**src/rtl/unet_blklist_fetch_sched_if.sv**
```systemverilog
// ----------------------------------------------------------------------------
// unet_blklist_fetch_sched_if
// Bus bundle for the U-Net block-list fetch scheduler.
//   m00_*  : AXI4-Lite read channels (block-list table walk)
//   m01_*  : AXI4 read channels (tile bursts, INCR, fixed length)
//   out_*  : valid/ready stream towards the accelerator input buffer
// modport master : scheduler side (drives addresses, valids of AR, readies of R,
//                  and the out stream payload/valid)
// modport slave  : memory/sink side (the reverse directions)
// ----------------------------------------------------------------------------
interface unet_blklist_fetch_sched_if;
    logic [31:0] m00_araddr;
    logic        m00_arvalid;
    logic        m00_arready;
    logic [31:0] m00_rdata;
    logic [1:0]  m00_rresp;
    logic        m00_rvalid;
    logic        m00_rready;

    logic [31:0] m01_araddr;
    logic [7:0]  m01_arlen;
    logic [2:0]  m01_arsize;
    logic [1:0]  m01_arburst;
    logic [11:0] m01_arid;
    logic        m01_arvalid;
    logic        m01_arready;
    logic [31:0] m01_rdata;
    logic [1:0]  m01_rresp;
    logic        m01_rlast;
    logic        m01_rvalid;
    logic        m01_rready;

    logic [31:0] out_data;
    logic        out_valid;
    logic        out_ready;
    logic        out_last;

    modport master (
        output m00_araddr, m00_arvalid, m00_rready,
               m01_araddr, m01_arlen, m01_arsize, m01_arburst, m01_arid,
               m01_arvalid, m01_rready,
               out_data, out_valid, out_last,
        input  m00_arready, m00_rdata, m00_rresp, m00_rvalid,
               m01_arready, m01_rdata, m01_rresp, m01_rlast, m01_rvalid,
               out_ready
    );

    modport slave (
        input  m00_araddr, m00_arvalid, m00_rready,
               m01_araddr, m01_arlen, m01_arsize, m01_arburst, m01_arid,
               m01_arvalid, m01_rready,
               out_data, out_valid, out_last,
        output m00_arready, m00_rdata, m00_rresp, m00_rvalid,
               m01_arready, m01_rdata, m01_rresp, m01_rlast, m01_rvalid,
               out_ready
    );
endinterface

```
**src/rtl/unet_blklist_fetch_sched.sv**
```systemverilog
// ----------------------------------------------------------------------------
// unet_blklist_fetch_sched
// Walks a table of 32-bit tile base addresses over AXI4-Lite (M00) and, for
// each non-zero entry, issues one fixed-length INCR burst on AXI4 (M01). Burst
// beats pass straight through to the out stream; out_ready back-pressures M01.
// A zero entry or MAX_ENTRIES completed bursts ends the run; a bad response or
// a beat-count mismatch aborts it with the sticky error flag.
// Ports:
//   ACLK, ARESETN : clock, asynchronous active-low reset
//   start         : 1-cycle pulse, begins a run when idle
//   list_base     : table byte address, sampled on accepted start
//   busy          : run in progress
//   done          : 1-cycle pulse at end of run (normal or error)
//   error         : sticky, cleared by the next accepted start
//   blk_count     : bursts completed in the current/last run
//   bus           : M00 / M01 / out stream bundle (master side)
// ----------------------------------------------------------------------------
module unet_blklist_fetch_sched #(
    parameter int          BURST_LEN   = 16,
    parameter int          MAX_ENTRIES = 64,
    parameter logic [11:0] AXI_ID      = 12'h0
) (
    input  logic        ACLK,
    input  logic        ARESETN,
    input  logic        start,
    input  logic [31:0] list_base,
    output logic        busy,
    output logic        done,
    output logic        error,
    output logic [8:0]  blk_count,
    unet_blklist_fetch_sched_if.master bus
);
    localparam logic [2:0] S_IDLE   = 3'd0;
    localparam logic [2:0] S_LST_AR = 3'd1;
    localparam logic [2:0] S_LST_R  = 3'd2;
    localparam logic [2:0] S_BST_AR = 3'd3;
    localparam logic [2:0] S_BST_R  = 3'd4;
    localparam logic [2:0] S_DONE   = 3'd5;
    localparam logic [2:0] S_ERR    = 3'd6;

    localparam logic [8:0]  BLEN_W    = 9'(BURST_LEN);
    localparam logic [8:0]  MAXE_W    = 9'(MAX_ENTRIES);
    // Aligning the tile base to the burst footprint keeps every burst inside
    // one 4 KB page.
    localparam logic [31:0] BASE_MASK = ~(32'(BURST_LEN * 4) - 32'd1);

    logic [2:0]  state;
    logic [31:0] list_base_q;
    logic [31:0] burst_base;
    logic [8:0]  beat_cnt;
    logic        pend_err;

    logic        in_bst_r;
    logic        beat_fire;
    logic [8:0]  beat_nxt;
    logic [8:0]  blk_nxt;

    assign in_bst_r  = (state == S_BST_R);
    assign beat_fire = in_bst_r && bus.m01_rvalid && bus.out_ready;
    assign beat_nxt  = beat_cnt + 9'd1;
    assign blk_nxt   = blk_count + 9'd1;

    // Table index equals the number of bursts completed so far: both start at
    // zero and advance together on each good burst, so blk_count doubles as idx.
    assign bus.m00_araddr  = list_base_q + {21'd0, blk_count, 2'b00};
    assign bus.m00_arvalid = (state == S_LST_AR);
    assign bus.m00_rready  = (state == S_LST_R);

    assign bus.m01_araddr  = burst_base;
    assign bus.m01_arlen   = 8'(BURST_LEN - 1);
    assign bus.m01_arsize  = 3'b010;
    assign bus.m01_arburst = 2'b01;
    assign bus.m01_arid    = AXI_ID;
    assign bus.m01_arvalid = (state == S_BST_AR);

    // Pure pass-through: no skid buffer, so the sink's ready is M01's ready.
    assign bus.m01_rready = in_bst_r && bus.out_ready;
    assign bus.out_valid  = in_bst_r && bus.m01_rvalid;
    assign bus.out_last   = in_bst_r && bus.m01_rlast;
    assign bus.out_data   = bus.m01_rdata;

    assign busy = (state == S_LST_AR) || (state == S_LST_R) ||
                  (state == S_BST_AR) || (state == S_BST_R);
    assign done = (state == S_DONE) || (state == S_ERR);

    // NOTE: state registers use non-blocking assignments so every flop samples
    // the pre-edge values regardless of block evaluation order.
    always_ff @(posedge ACLK or negedge ARESETN) begin
        if (!ARESETN) begin
            state       <= S_IDLE;
            list_base_q <= '0;
            burst_base  <= '0;
            beat_cnt    <= '0;
            pend_err    <= 1'b0;
            error       <= 1'b0;
            blk_count   <= '0;
        end else begin
            case (state)
                S_IDLE: begin
                    if (start) begin
                        list_base_q <= {list_base[31:2], 2'b00};
                        blk_count   <= '0;
                        error       <= 1'b0;
                        state       <= S_LST_AR;
                    end
                end
                S_LST_AR: begin
                    if (bus.m00_arready) state <= S_LST_R;
                end
                S_LST_R: begin
                    if (bus.m00_rvalid) begin
                        if (bus.m00_rresp != 2'b00) begin
                            error <= 1'b1;
                            state <= S_ERR;
                        end else if (bus.m00_rdata == 32'd0) begin
                            state <= S_DONE;
                        end else begin
                            burst_base <= bus.m00_rdata & BASE_MASK;
                            state      <= S_BST_AR;
                        end
                    end
                end
                S_BST_AR: begin
                    if (bus.m01_arready) begin
                        beat_cnt <= '0;
                        pend_err <= 1'b0;
                        state    <= S_BST_R;
                    end
                end
                S_BST_R: begin
                    if (beat_fire) begin
                        beat_cnt <= beat_nxt;
                        if (bus.m01_rlast) begin
                            if (beat_nxt != BLEN_W || pend_err ||
                                bus.m01_rresp != 2'b00) begin
                                error <= 1'b1;
                                state <= S_ERR;
                            end else begin
                                blk_count <= blk_nxt;
                                state     <= (blk_nxt == MAXE_W) ? S_DONE : S_LST_AR;
                            end
                        end else if (bus.m01_rresp != 2'b00 || beat_nxt == BLEN_W) begin
                            // A bad beat, or a full burst without rlast (late
                            // rlast): remember it and keep draining to rlast.
                            pend_err <= 1'b1;
                        end
                    end
                end
                S_DONE:  state <= S_IDLE;
                S_ERR:   state <= S_IDLE;
                default: state <= S_IDLE;
            endcase
        end
    end
endmodule

```
**src/flat_wrapper.sv**
```systemverilog
// flat-port wrapper written by rule: the top's interface ports become plain ports
module unet_blklist_fetch_sched_flat 
#(
    parameter int          BURST_LEN   = 16,
    parameter int          MAX_ENTRIES = 64,
    parameter logic [11:0] AXI_ID      = 12'h0
)
  (ACLK, ARESETN, start, list_base, busy, done, error, blk_count, bus_m00_araddr, bus_m00_arvalid, bus_m00_rready, bus_m01_araddr, bus_m01_arlen, bus_m01_arsize, bus_m01_arburst, bus_m01_arid, bus_m01_arvalid, bus_m01_rready, bus_out_data, bus_out_valid, bus_out_last, bus_m00_arready, bus_m00_rdata, bus_m00_rresp, bus_m00_rvalid, bus_m01_arready, bus_m01_rdata, bus_m01_rresp, bus_m01_rlast, bus_m01_rvalid, bus_out_ready);
  unet_blklist_fetch_sched_if bus_i ();
  input  logic ACLK;
  input  logic ARESETN;
  input  logic start;
  input  logic [31:0] list_base;
  output logic busy;
  output logic done;
  output logic error;
  output logic [8:0] blk_count;
  output wire logic [$bits(bus_i.m00_araddr)-1:0] bus_m00_araddr;
  output wire logic [$bits(bus_i.m00_arvalid)-1:0] bus_m00_arvalid;
  output wire logic [$bits(bus_i.m00_rready)-1:0] bus_m00_rready;
  output wire logic [$bits(bus_i.m01_araddr)-1:0] bus_m01_araddr;
  output wire logic [$bits(bus_i.m01_arlen)-1:0] bus_m01_arlen;
  output wire logic [$bits(bus_i.m01_arsize)-1:0] bus_m01_arsize;
  output wire logic [$bits(bus_i.m01_arburst)-1:0] bus_m01_arburst;
  output wire logic [$bits(bus_i.m01_arid)-1:0] bus_m01_arid;
  output wire logic [$bits(bus_i.m01_arvalid)-1:0] bus_m01_arvalid;
  output wire logic [$bits(bus_i.m01_rready)-1:0] bus_m01_rready;
  output wire logic [$bits(bus_i.out_data)-1:0] bus_out_data;
  output wire logic [$bits(bus_i.out_valid)-1:0] bus_out_valid;
  output wire logic [$bits(bus_i.out_last)-1:0] bus_out_last;
  input wire logic [$bits(bus_i.m00_arready)-1:0] bus_m00_arready;
  input wire logic [$bits(bus_i.m00_rdata)-1:0] bus_m00_rdata;
  input wire logic [$bits(bus_i.m00_rresp)-1:0] bus_m00_rresp;
  input wire logic [$bits(bus_i.m00_rvalid)-1:0] bus_m00_rvalid;
  input wire logic [$bits(bus_i.m01_arready)-1:0] bus_m01_arready;
  input wire logic [$bits(bus_i.m01_rdata)-1:0] bus_m01_rdata;
  input wire logic [$bits(bus_i.m01_rresp)-1:0] bus_m01_rresp;
  input wire logic [$bits(bus_i.m01_rlast)-1:0] bus_m01_rlast;
  input wire logic [$bits(bus_i.m01_rvalid)-1:0] bus_m01_rvalid;
  input wire logic [$bits(bus_i.out_ready)-1:0] bus_out_ready;
  assign bus_m00_araddr = bus_i.m00_araddr;
  assign bus_m00_arvalid = bus_i.m00_arvalid;
  assign bus_m00_rready = bus_i.m00_rready;
  assign bus_m01_araddr = bus_i.m01_araddr;
  assign bus_m01_arlen = bus_i.m01_arlen;
  assign bus_m01_arsize = bus_i.m01_arsize;
  assign bus_m01_arburst = bus_i.m01_arburst;
  assign bus_m01_arid = bus_i.m01_arid;
  assign bus_m01_arvalid = bus_i.m01_arvalid;
  assign bus_m01_rready = bus_i.m01_rready;
  assign bus_out_data = bus_i.out_data;
  assign bus_out_valid = bus_i.out_valid;
  assign bus_out_last = bus_i.out_last;
  assign bus_i.m00_arready = bus_m00_arready;
  assign bus_i.m00_rdata = bus_m00_rdata;
  assign bus_i.m00_rresp = bus_m00_rresp;
  assign bus_i.m00_rvalid = bus_m00_rvalid;
  assign bus_i.m01_arready = bus_m01_arready;
  assign bus_i.m01_rdata = bus_m01_rdata;
  assign bus_i.m01_rresp = bus_m01_rresp;
  assign bus_i.m01_rlast = bus_m01_rlast;
  assign bus_i.m01_rvalid = bus_m01_rvalid;
  assign bus_i.out_ready = bus_out_ready;
  unet_blklist_fetch_sched #(.BURST_LEN(BURST_LEN), .MAX_ENTRIES(MAX_ENTRIES), .AXI_ID(AXI_ID)) u_core (.ACLK(ACLK), .ARESETN(ARESETN), .start(start), .list_base(list_base), .busy(busy), .done(done), .error(error), .blk_count(blk_count), .bus(bus_i));
endmodule
```
**config.mk**
```make
export PLATFORM = sky130hd
export DESIGN_NAME = unet_blklist_fetch_sched_flat
export DESIGN_NICKNAME = d
export VERILOG_FILES = /design/src/rtl/unet_blklist_fetch_sched_if.sv /design/src/rtl/unet_blklist_fetch_sched.sv /design/src/flat_wrapper.sv
export SDC_FILE = /design/constraint.sdc
export NUM_CORES = 1
export LEC_CHECK = 0
export BUFFER_PORTS_ARGS = -buffer_cell sky130_fd_sc_hd__buf_2
export CAP_MARGIN = 20
export CELL_PAD_IN_SITES_DETAIL_PLACEMENT = 0
export CELL_PAD_IN_SITES_GLOBAL_PLACEMENT = 1
export CORE_UTILIZATION = 35
export CTS_CLUSTER_DIAMETER = 100
export DETAILED_ROUTE_END_ITERATION = 8
export PLACE_DENSITY_LB_ADDON = 0.1
export SLEW_MARGIN = 20
export SYNTH_ARGS = -nofsm -noshare
export SYNTH_HDL_FRONTEND = slang
export SYNTH_SLANG_ARGS = --single-unit
export TNS_END_PERCENT = 20
```
**constraint.sdc**
```tcl
create_clock -name ACLK -period 4.8 [get_ports ACLK]
set_input_delay 0.24 -clock ACLK [delete_from_list [all_inputs] [get_ports ACLK]]
set_output_delay 0.24 -clock ACLK [all_outputs]
set_load 0.05 [all_outputs]
```
==> results of run 1 <==
cells by family after synthesis:
family                   after synthesis
flip-flops                            79
adder cells (fa/ha/maj)               13
XOR/XNOR                              29
multiplexers                          59
AND/OR/NAND/NOR                      149
other                                  2
buffers and inverters                 93
AO/OA/AOI/OAI                         72
placed cells by master, fill, tap and decap left out, types with 6 or more instances in the layout:
| cell | instances |
|---|---|
| a21oi_1 | 12 |
| and2_1 | 8 |
| and3_1 | 6 |
| buf_2 | 147 |
| clkbuf_16 | 9 |
| conb_1 | 33 |
| dfrtp_1 | 79 |
| ha_1 | 12 |
| inv_1 | 11 |
| mux2_2 | 54 |
| nand2_1 | 30 |
| nand3_1 | 22 |
| nand4_1 | 14 |
| nor2_1 | 28 |
| nor3_1 | 7 |
| nor4_1 | 10 |
| o21ai_0 | 20 |
| xnor2_1 | 18 |
| xor2_1 | 10 |
area by class of cell:
| class | count | area [um2] | share of cell area [%] |
|---|---|---|---|
| Clock inverter | 7 | 50.0 | 0.868 |
| Sequential cell | 79 | 1980 | 34.3 |
| Multi-Input combinational cell | 355 | 2490 | 43.2 |
| Tap cell | 180 | 225 | 3.91 |
| Timing Repair Buffer | 149 | 754 | 13.1 |
| Inverter | 11 | 41.3 | 0.716 |
| Clock buffer | 9 | 225 | 3.91 |
per-layer routing:
layer	vias to the layer above	GRT usage [%]	part of all wire, %
li1	1889	-	-
met1	1880	22.7	46
met2	142	26.0	46
met3	22	3.52	6.2
met4	0	6.33	1.5
met5	-	0	0
flip-flops by register name, summed over array words and instances (netlist names):
signal and count:
u_core.error 1, u_core.pend_err 1, u_core.beat_cnt 9, u_core.bus.m01_araddr 26, u_core.list_base_q 30, u_core.state 3
u_core.blk_count 9
path summary, 6_finish.rpt:
path                       slack (ns)                    end                 from  depth (start not counted)
max                              1.32     bus_m00_araddr[26]  u_core.blk_count[0]                         10
max in group asynchronous        4.34  u_core.list_base_q[6]              ARESETN                          1
min                             -0.07        u_core.pend_err              ARESETN                          1
max reg2reg                      2.23     u_core.beat_cnt[8]      u_core.state[2]                          6
min in group ACLK                0.12  u_core.list_base_q[3]         list_base[3]                          3
min reg2reg                      0.49     u_core.beat_cnt[8]   u_core.beat_cnt[8]                          1
through the flow:
| step | util [%] | area [um2] |
|---|---|---|
| floorplan | - | 5070 |
| detailed placement | 39.7 | 5490 |
| global placement | 39.7 | 5490 |
| global route | 41.7 | 5760 |
| CTS | 41.7 | 5760 |
| finish | 41.7 | 5760 |
worst reg2reg max path, cell delays in order, from the launching register on:
cell and delay, ns:
dfrtp_1 0.54, nor3b_2 0.89, and3_1 0.46, a21oi_1 0.21
a21o_1 0.22, nand2_1 0.06, o31ai_1 0.06
power groups by stage:
stage | logic, mW | registers (mW) | clock network, mW
detailed placement | 2.23 | 1.18 | 0
finish | 2.21 | 1.17 | 0.642
CTS | 2.24 | 1.17 | 0.666
global placement | 2.22 | 1.17 | 0
floorplan | 1.48 | 1.52 | 0
global route | 2.35 | 1.22 | 0.692
==> metrics, run 1 <==
pre-CTS setup slack=1.59 ns; hold-fix buffers at CTS=0; Detail Route Antenna Nets=0; global-route wire length before repair=19300 um; critical path, cell by cell=ha_1, inv_1, fa_1, nor2b_1, o2111ai_1, a21boi_1, a311oi_2, nor2_1, xor2_1, buf_2; Max Cap Viol=0; Synth Register Bits=79; FP Rows=43; die width=121 um; crit-path leading delay family=compound AO/OA/AOI/OAI gates; total chip power=4.02 mW; syn avg cell area=9.99 um2; Boundary Pins=248; final WL=11900 um; Reg clk slew, reported paths=0.07 ns; Synth Flop Type=dfrtp_1; GRT Residual Overflow=0; Final WS setup=1.32 ns; combinational share of power=55.0%; largest stage delay on the critical path=0.79 ns; Initial DRC Count=136; worst hold slack=-0.0663 ns; top cells by count, synth=dfrtp_1 (79), buf_4 (65), mux2_2 (54); GP Congestion=0.766; Clock power frac=16.0%; status=complete, but fails checks; RSZ-0062 raised after global routing=false; simple-gate share of the synthesized area=16.2%; Final nets=727; n_diodes=0; Hold Fails Final Rpt=79; Starting Density=35.8%; pwr dens=698 nW/um2; I/O Buffers=148; P&R area growth vs syn=16.4%; Int Pwr=1.96 mW; cell taking the most area after synthesis=dfrtp_1; largest net degree at the start of global routing=80; multiplexer share of the synthesized area=13.3%; Setup CP Type=flip-flop to primary output; Worst setup SP type=flip-flop; Compound-Gate Fraction of Synth Area=9.52%; via count=3933; fin crit share=72.4%; Psw=2.07 mW; Synth Area in Adders=3.44%; top-count cell post-synth=dfrtp_1; Synth Area in XOR/XNOR=5.28%; cell count after synthesis=496; sequential-to-total area share from yosys stat=39.9%; root buffer cell=clkbuf_16; setup_tns=0 ns; drt drc=0; Sw Share=51.4%; Synth area leaders=dfrtp_1 (40%), mux2_2 (12%), buf_4 (9.9%); DRT Pass-1 Iters=4; Unique masters post-synth=62; WL/cell=15.0 um; number of setup buffers added after CTS=0; asr flop ratio synth=100%; FILL cells=1372; H-tree levels=3; vias per cell=4.98; Max Clock Skew=0.00980 ns; share of layout cells above drive strength 1=38.2%; FMAX=0.288 GHz; required time worst endpoint=4.56 ns; DP Wirelength=8660 um; Post-synth EDFFs=0; Total GRT Usage=16.7%; Final setup viols=0; VDD IR max=329 uV; CP endpoint kind=primary output; P_leak=2.72 nW; CTS tree=yes; Cells after DPL=774; Slowest cell on crit path=a311oi_2; slew margin rel.=30.0%; Longest Clk Path Bufs=2; violations in the final reports=negative hold slack; Non-Filler Instances=790; warnings from Yosys=0; core area=13800 um2; number of global-route vias before repair=3817; later-pin clock latency in the skew report=0.34 ns; Pins Over Slew Limit=0; CP Max Fanout=10; CTS buffer count=9; cell area after synthesis=4950 um2; Least-Margin Pin Slew=1.05 ns; Yosys top cell area share=39.9%; largest family of logic cells by synthesized area=simple AND/OR/NAND/NOR gates; post-cts resize count=0; share of power burned in registers=29.0%; clock sinks=79; HP Class=input port to async pin; initial antenna violation count=0; crit path DAT=3.24 ns; CP Buf/Inv Count=2; Die Footprint=14600 um2; Tmin final=3.48 ns; Die Height=121 um
Note: power is estimated with default switching activity, not from simulation.
==> run 2, diff against run 1 <==
Settings changed: ABC_AREA set to 1, CORE_UTILIZATION 35 to 31.
Clock period 4.8 ns to 3.05 ns, I/O delays scaled along.
==> run 2 against run 1 <==
Compared with the run above: the flow now finishes without violations; clock skew shrank 0.0046 ns; synthesized cell count increased by 25%; global-route usage is 0.89 points lower; die area increased by 21%; count of clock-buffer cells in the layout increased by 1; power increased by 72%; highest routed layer unchanged.
==> metrics, run 2 <==
Non-Filler Instances=964; Unique masters post-synth=41; syn avg cell area=8.62 um2; top-count cell post-synth=nand2_1; n_diodes=0; Longest Clk Path Bufs=2; global-route wire length before repair=22100 um; met1 GRT Util=19.8%; cell count after synthesis=618; asr flop ratio synth=100%; status=finished clean; slew margin rel.=26.9%; core area=16700 um2; DP Wirelength=10700 um; later-pin clock latency in the skew report=0.34 ns; Setup CP Type=flip-flop to primary output; Total GRT Usage=15.9%; GRT met3 Usage=4.48%; Reg clk slew, reported paths=0.07 ns; Hold Fails Final Rpt=0; Max Clock Skew=0.00516 ns; Starting Density=31.9%; Initial DRC Count=134; via count=4330; Cells after DPL=947; Yosys top cell area share=37.1%; Post-synth EDFFs=0; crit path DAT=2.66 ns; Die Height=133 um; Die Footprint=17700 um2; CP Max Fanout=7; Boundary Pins=248; met2 GRT Util=26.9%; die width=133 um; warnings from Yosys=0; root buffer cell=clkbuf_16; largest net degree at the start of global routing=39; Synth Register Bits=79; P&R area growth vs syn=17.8%; most frequent cells in the layout=buf_2 (147), nand2_1 (120), dfrtp_1 (78); DRT Pass-1 Iters=4; HP Class=input port to flip-flop; number of setup buffers added after CTS=0; Largest register FFs=30; Detail Route Antenna Nets=0; FMAX=0.356 GHz; Max Cap Viol=0; share of layout cells above drive strength 1=34.0%; GP Congestion=0.810; RSZ-0062 raised after global routing=false; Tmin final=2.81 ns; fin crit share=92.1%; drt drc=0; cell area after synthesis=5330 um2; required time worst endpoint=2.90 ns; initial antenna violation count=0; Final setup viols=0; sequential-to-total area share from yosys stat=37.1%; Synth area leaders=dfrtp_1 (37%), buf_4 (9.2%), nand2_1 (8.5%); P_leak=3.15 nW; FP Rows=47; number of global-route vias before repair=4283; GRT Max-Usage Layer=met2; I/O Buffers=148; CP endpoint kind=primary output; CTS tree=yes; setup_tns=0 ns; cell taking the most area after synthesis=dfrtp_1; register with the most flip-flops=u_core.list_base_q; top cells by count, synth=nand2_1 (120), dfrtp_1 (79), nor2_1 (72); Pins Over Slew Limit=0; CTS buffer count=9; H-tree levels=3; Least-Margin Pin Slew=1.09 ns; clock sinks=79; Synth Flop Type=dfrtp_1; Final nets=861; GRT Residual Overflow=0; WL/cell=14.1 um; pwr dens=1100 nW/um2; VDD IR max=539 uV; final WL=13600 um; vias per cell=4.49; most common cell after layout, fill and taps aside=buf_2; final core utilization=37.6%; Worst setup SP type=flip-flop
==> run 2: cell types whose count changed after synthesis, sizes merged, moves of 10 or more <==
cell,change
nor2,+50
inv,+37
nand2,+102
a21oi,+10
==> run 2: cells by family (layout without fill, tap and decap cells) <==
kind of cell	count (synthesis)	count (layout)	synth area share (%)
compound gates	60	60	7.26
xor+xnor	26	26	4.28
fa+ha+maj	13	13	3.19
buf+inv	122	217	13.7
flops	79	79	37.1
mux	48	48	11.6
other cells	2	33	0.141
simple gates	268	268	22.7
==> run 2: metrics by stage <==
| stage | setup WS [ns] | power [mW] | hold WS (ns) | area, um2 |
|---|---|---|---|---|
| finish | 0.241 | 6.93 | 0.0156 | 6270 |
| global route | 0.00343 | 7.36 | 0.0107 | 6270 |
| CTS | 0.0146 | 7.01 | 0.000750 | 6260 |
| detailed placement | 0.379 | 5.89 | 0.197 | 5950 |
| global placement | 0.427 | 5.85 | 0.193 | 5950 |
| floorplan | 0.0651 | 5.12 | -0.143 | 5450 |
==> run 2: power breakdown <==
group / leakage, nW / internal, mW / total, mW / switching, mW
Clock: 0.146 / 0.589 / 1.08 / 0.496
Combinational: 2.03 / 1.10 / 3.94 / 2.85
Sequential: 0.982 / 1.51 / 1.90 / 0.392
==> run 2: critical path, stage by stage (launching register included) <==
cell and delay [ns]:
dfrtp_1 0.46, ha_1 0.40, nand2_1 0.12, nor3_1 0.20, nor2_1 0.12, o21ai_2 0.26, nand2_1 0.14, nor2_1 0.15
xor2_1 0.18, buf_2 0.29
==> run 2: layout make-up <==
class / instances / area, um2
multi-input cells: 448 / 2770
clock buffers: 10 / 239
clock inverters: 6 / 51.3
inverters: 49 / 184
well taps: 220 / 275
flip-flops and latches: 79 / 1980
repair buffers: 152 / 776
fillers: 1746 / 10400
==> run 2: path summary, 6_finish.rpt <==
kind,slack (ns),endpoint,cells after the start,start
worst min register to register,0.50,u_core.bus.m01_araddr[7],1,u_core.bus.m01_araddr[7]
max in group asynchronous,1.98,u_core.list_base_q[19],3,ARESETN
worst max-delay path,0.24,bus_m00_araddr[25],9,u_core.blk_count[4]
min in group asynchronous,0.35,u_core.beat_cnt[8],2,ARESETN
worst min-delay path,0.02,u_core.list_base_q[30],2,list_base[30]
worst max register to register,1.13,u_core.blk_count[3],13,u_core.beat_cnt[0]
==> run 2: what timing repair did <==
item	4_1_cts	5_1_grt
gates resized for setup	1	4
pin swaps	0	0
hold buffers	1	0
hold endpoints to repair	36	0
setup endpoints to repair	1	8
==> run 2: routing by layer <==
layer	vias up	wire, um	part of all wire (%)
met5	-	0	0
met4	0	136	1.0
met3	14	744	5.5
met2	127	6570	48
met1	2020	6170	45
li1	2169	-	-
==> run 3, diff against run 2 <==
Settings changed: CAP_MARGIN 20 to not set, CELL_PAD_IN_SITES_DETAIL_PLACEMENT 0 to not set, CELL_PAD_IN_SITES_GLOBAL_PLACEMENT 1 to not set, CORE_UTILIZATION 31 to 35, CTS_CLUSTER_SIZE set to 30, PLACE_DENSITY set to 0.65, PLACE_DENSITY_LB_ADDON 0.1 to not set.
==> run 3 against run 2 <==
Compared with the run above: the flow now finishes with violations (design-rule violations); power decreased by 0.62%; clock power about the same; die area decreased by 11%; sequential power about the same; first-iteration DRC count increased by 51%.
==> metrics, run 3 (synthesized netlist as in run 2, its figures left out) <==
status=complete, but fails checks; violations in the final reports=design-rule violations; Max Cap Viol=0; clock sinks=79; share of layout cells above drive strength 1=33.9%; Total GRT Usage=16.4%; initial antenna violation count=0; via count=4312; share of power burned in registers=27.6%; Final nets=863; VDD IR max=634 uV; Hold Fails Final Rpt=0; number of global-route vias before repair=4088; Clock power frac=15.5%; crit-path leading delay family=adder cells; H-tree levels=3; combinational share of power=57.0%; global-route wire length before repair=20400 um; DP Wirelength=9680 um; vias per cell=4.64; met2 GRT Util=26.8%; CTS tree=yes; final WL=12300 um; slew margin rel.=59.3%; Largest register FFs=30; Final setup viols=0; FMAX=0.352 GHz; Least-Margin Pin Slew=0.610 ns; CTS buffer count=9; met1 GRT Util=21.1%; Worst setup SP type=flip-flop; core area=14700 um2; Final Cell Area=6240 um2; Boundary Pins=248; critical path, cell by cell=ha_1, inv_1, fa_1, o21ai_2, nand3_1, a31oi_2, nand2_1, xor2_2, buf_2; GRT met3 Usage=5.05%; Psw=3.64 mW; number of setup buffers added after CTS=0; Die Height=125 um; Longest Clk Path Bufs=2; crit path DAT=2.69 ns; P_leak=3.16 nW; CP Max Fanout=6; required time worst endpoint=2.90 ns; Int Pwr=3.25 mW; drt drc=17; P&R area growth vs syn=17.1%; root buffer cell=clkbuf_16; GP Congestion=0.842; pwr dens=1100 nW/um2; Die Footprint=15700 um2; CP Buf/Inv Count=2; die width=125 um; Starting Density=36.2%; Initial DRC Count=203; fin crit share=93.2%; Sw Share=52.9%; Max Clock Skew=0.00387 ns; FILL cells=1534; FP Rows=44; Non-Filler Instances=930; Setup CP Type=flip-flop to primary output; register with the most flip-flops=u_core.list_base_q; Reg clk slew, reported paths=0.06 ns; most common cell after layout, fill and taps aside=buf_2; area post-placement=5920 um2; HP Class=input port to flip-flop; RSZ-0062 raised after global routing=false; most frequent cells in the layout=buf_2 (146), nand2_1 (120), dfrtp_1 (79); Tmin final=2.84 ns; WL/cell=13.2 um; largest net degree at the start of global routing=45; Cells after DPL=913; GRT Residual Overflow=0; area occupied by multi-input gates=2760 um2; n_diodes=0; Slowest cell on crit path=dfrtp_1; later-pin clock latency in the skew report=0.34 ns; R2R Setup Slk=1.02 ns; CP endpoint kind=primary output; largest stage delay on the critical path=0.44 ns; I/O Buffers=148; DRT Pass-1 Iters=9; Detail Route Antenna Nets=0; Reg area=1980 um2; GRT Max-Usage Layer=met2; Pins Over Slew Limit=0; setup_tns=0 ns
-- run 3: timing repair --
item,4_1_cts,5_1_grt
endpoints found under the hold margin,42,0
endpoints found under the setup margin,0,5
gates resized for setup,0,4
hold buffers,1,0
-- run 3: per-stage QoR --
step | utilization (%) | setup slack, ns | total power, mW | hold WS (ns)
3_3_place_gp | 40.3 | 0.473 | 5.81 | 0.198
2_1_floorplan | - | 0.0651 | 5.12 | -0.143
5_1_grt | 42.4 | 0.00678 | 7.32 | 0.0132
3_5_place_dp | 40.3 | 0.410 | 5.84 | 0.202
4_1_cts | 42.3 | 0.0134 | 6.95 | 0.00907
6_report | 42.4 | 0.206 | 6.89 | 0.0207
-- run 3: area by class of cell --
cell class / instances / share of cell area [%]
clock buffer: 10 / 3.67
clock inverter: 6 / 0.983
inverter: 49 / 2.95
multi-input combinational: 448 / 44.3
sequential: 79 / 31.7
tap: 184 / 3.69
timing repair buffer: 154 / 12.7
-- run 3: per-layer routing --
| metal | wire, um | part of all wire (%) |
|---|---|---|
| met3 | 742 | 6.0 |
| met2 | 5800 | 47 |
| met5 | 0 | 0 |
| met4 | 112 | 0.91 |
| met1 | 5610 | 46 |
-- run 3: power groups by stage --
stage	clock network, mW	logic [mW]	registers (mW)
floorplan	0	2.63	2.48
global placement	0	3.90	1.91
detailed placement	0	3.93	1.91
CTS	1.11	3.94	1.90
global route	1.16	4.19	1.98
finish	1.06	3.92	1.90
-- run 3: worst paths after layout --
check,to,startpoint,cells past startpoint
setup / recovery,bus_m00_araddr[18],u_core.blk_count[0],9
hold / removal,u_core.list_base_q[25],list_base[25],2
setup reg to reg,u_core.list_base_q[28],u_core.state[1],4
hold reg to reg,u_core.error,u_core.error,2
max in group asynchronous,u_core.bus.m01_araddr[13],ARESETN,3
min in group asynchronous,u_core.beat_cnt[1],ARESETN,2
-- run 3: worst register-to-register path, stage by stage, from the launching register on --
cell and delay (ns):
dfrtp_1 0.45, nor2_4 0.19, nand3_2 0.50, buf_4 0.44, mux2_1 0.33
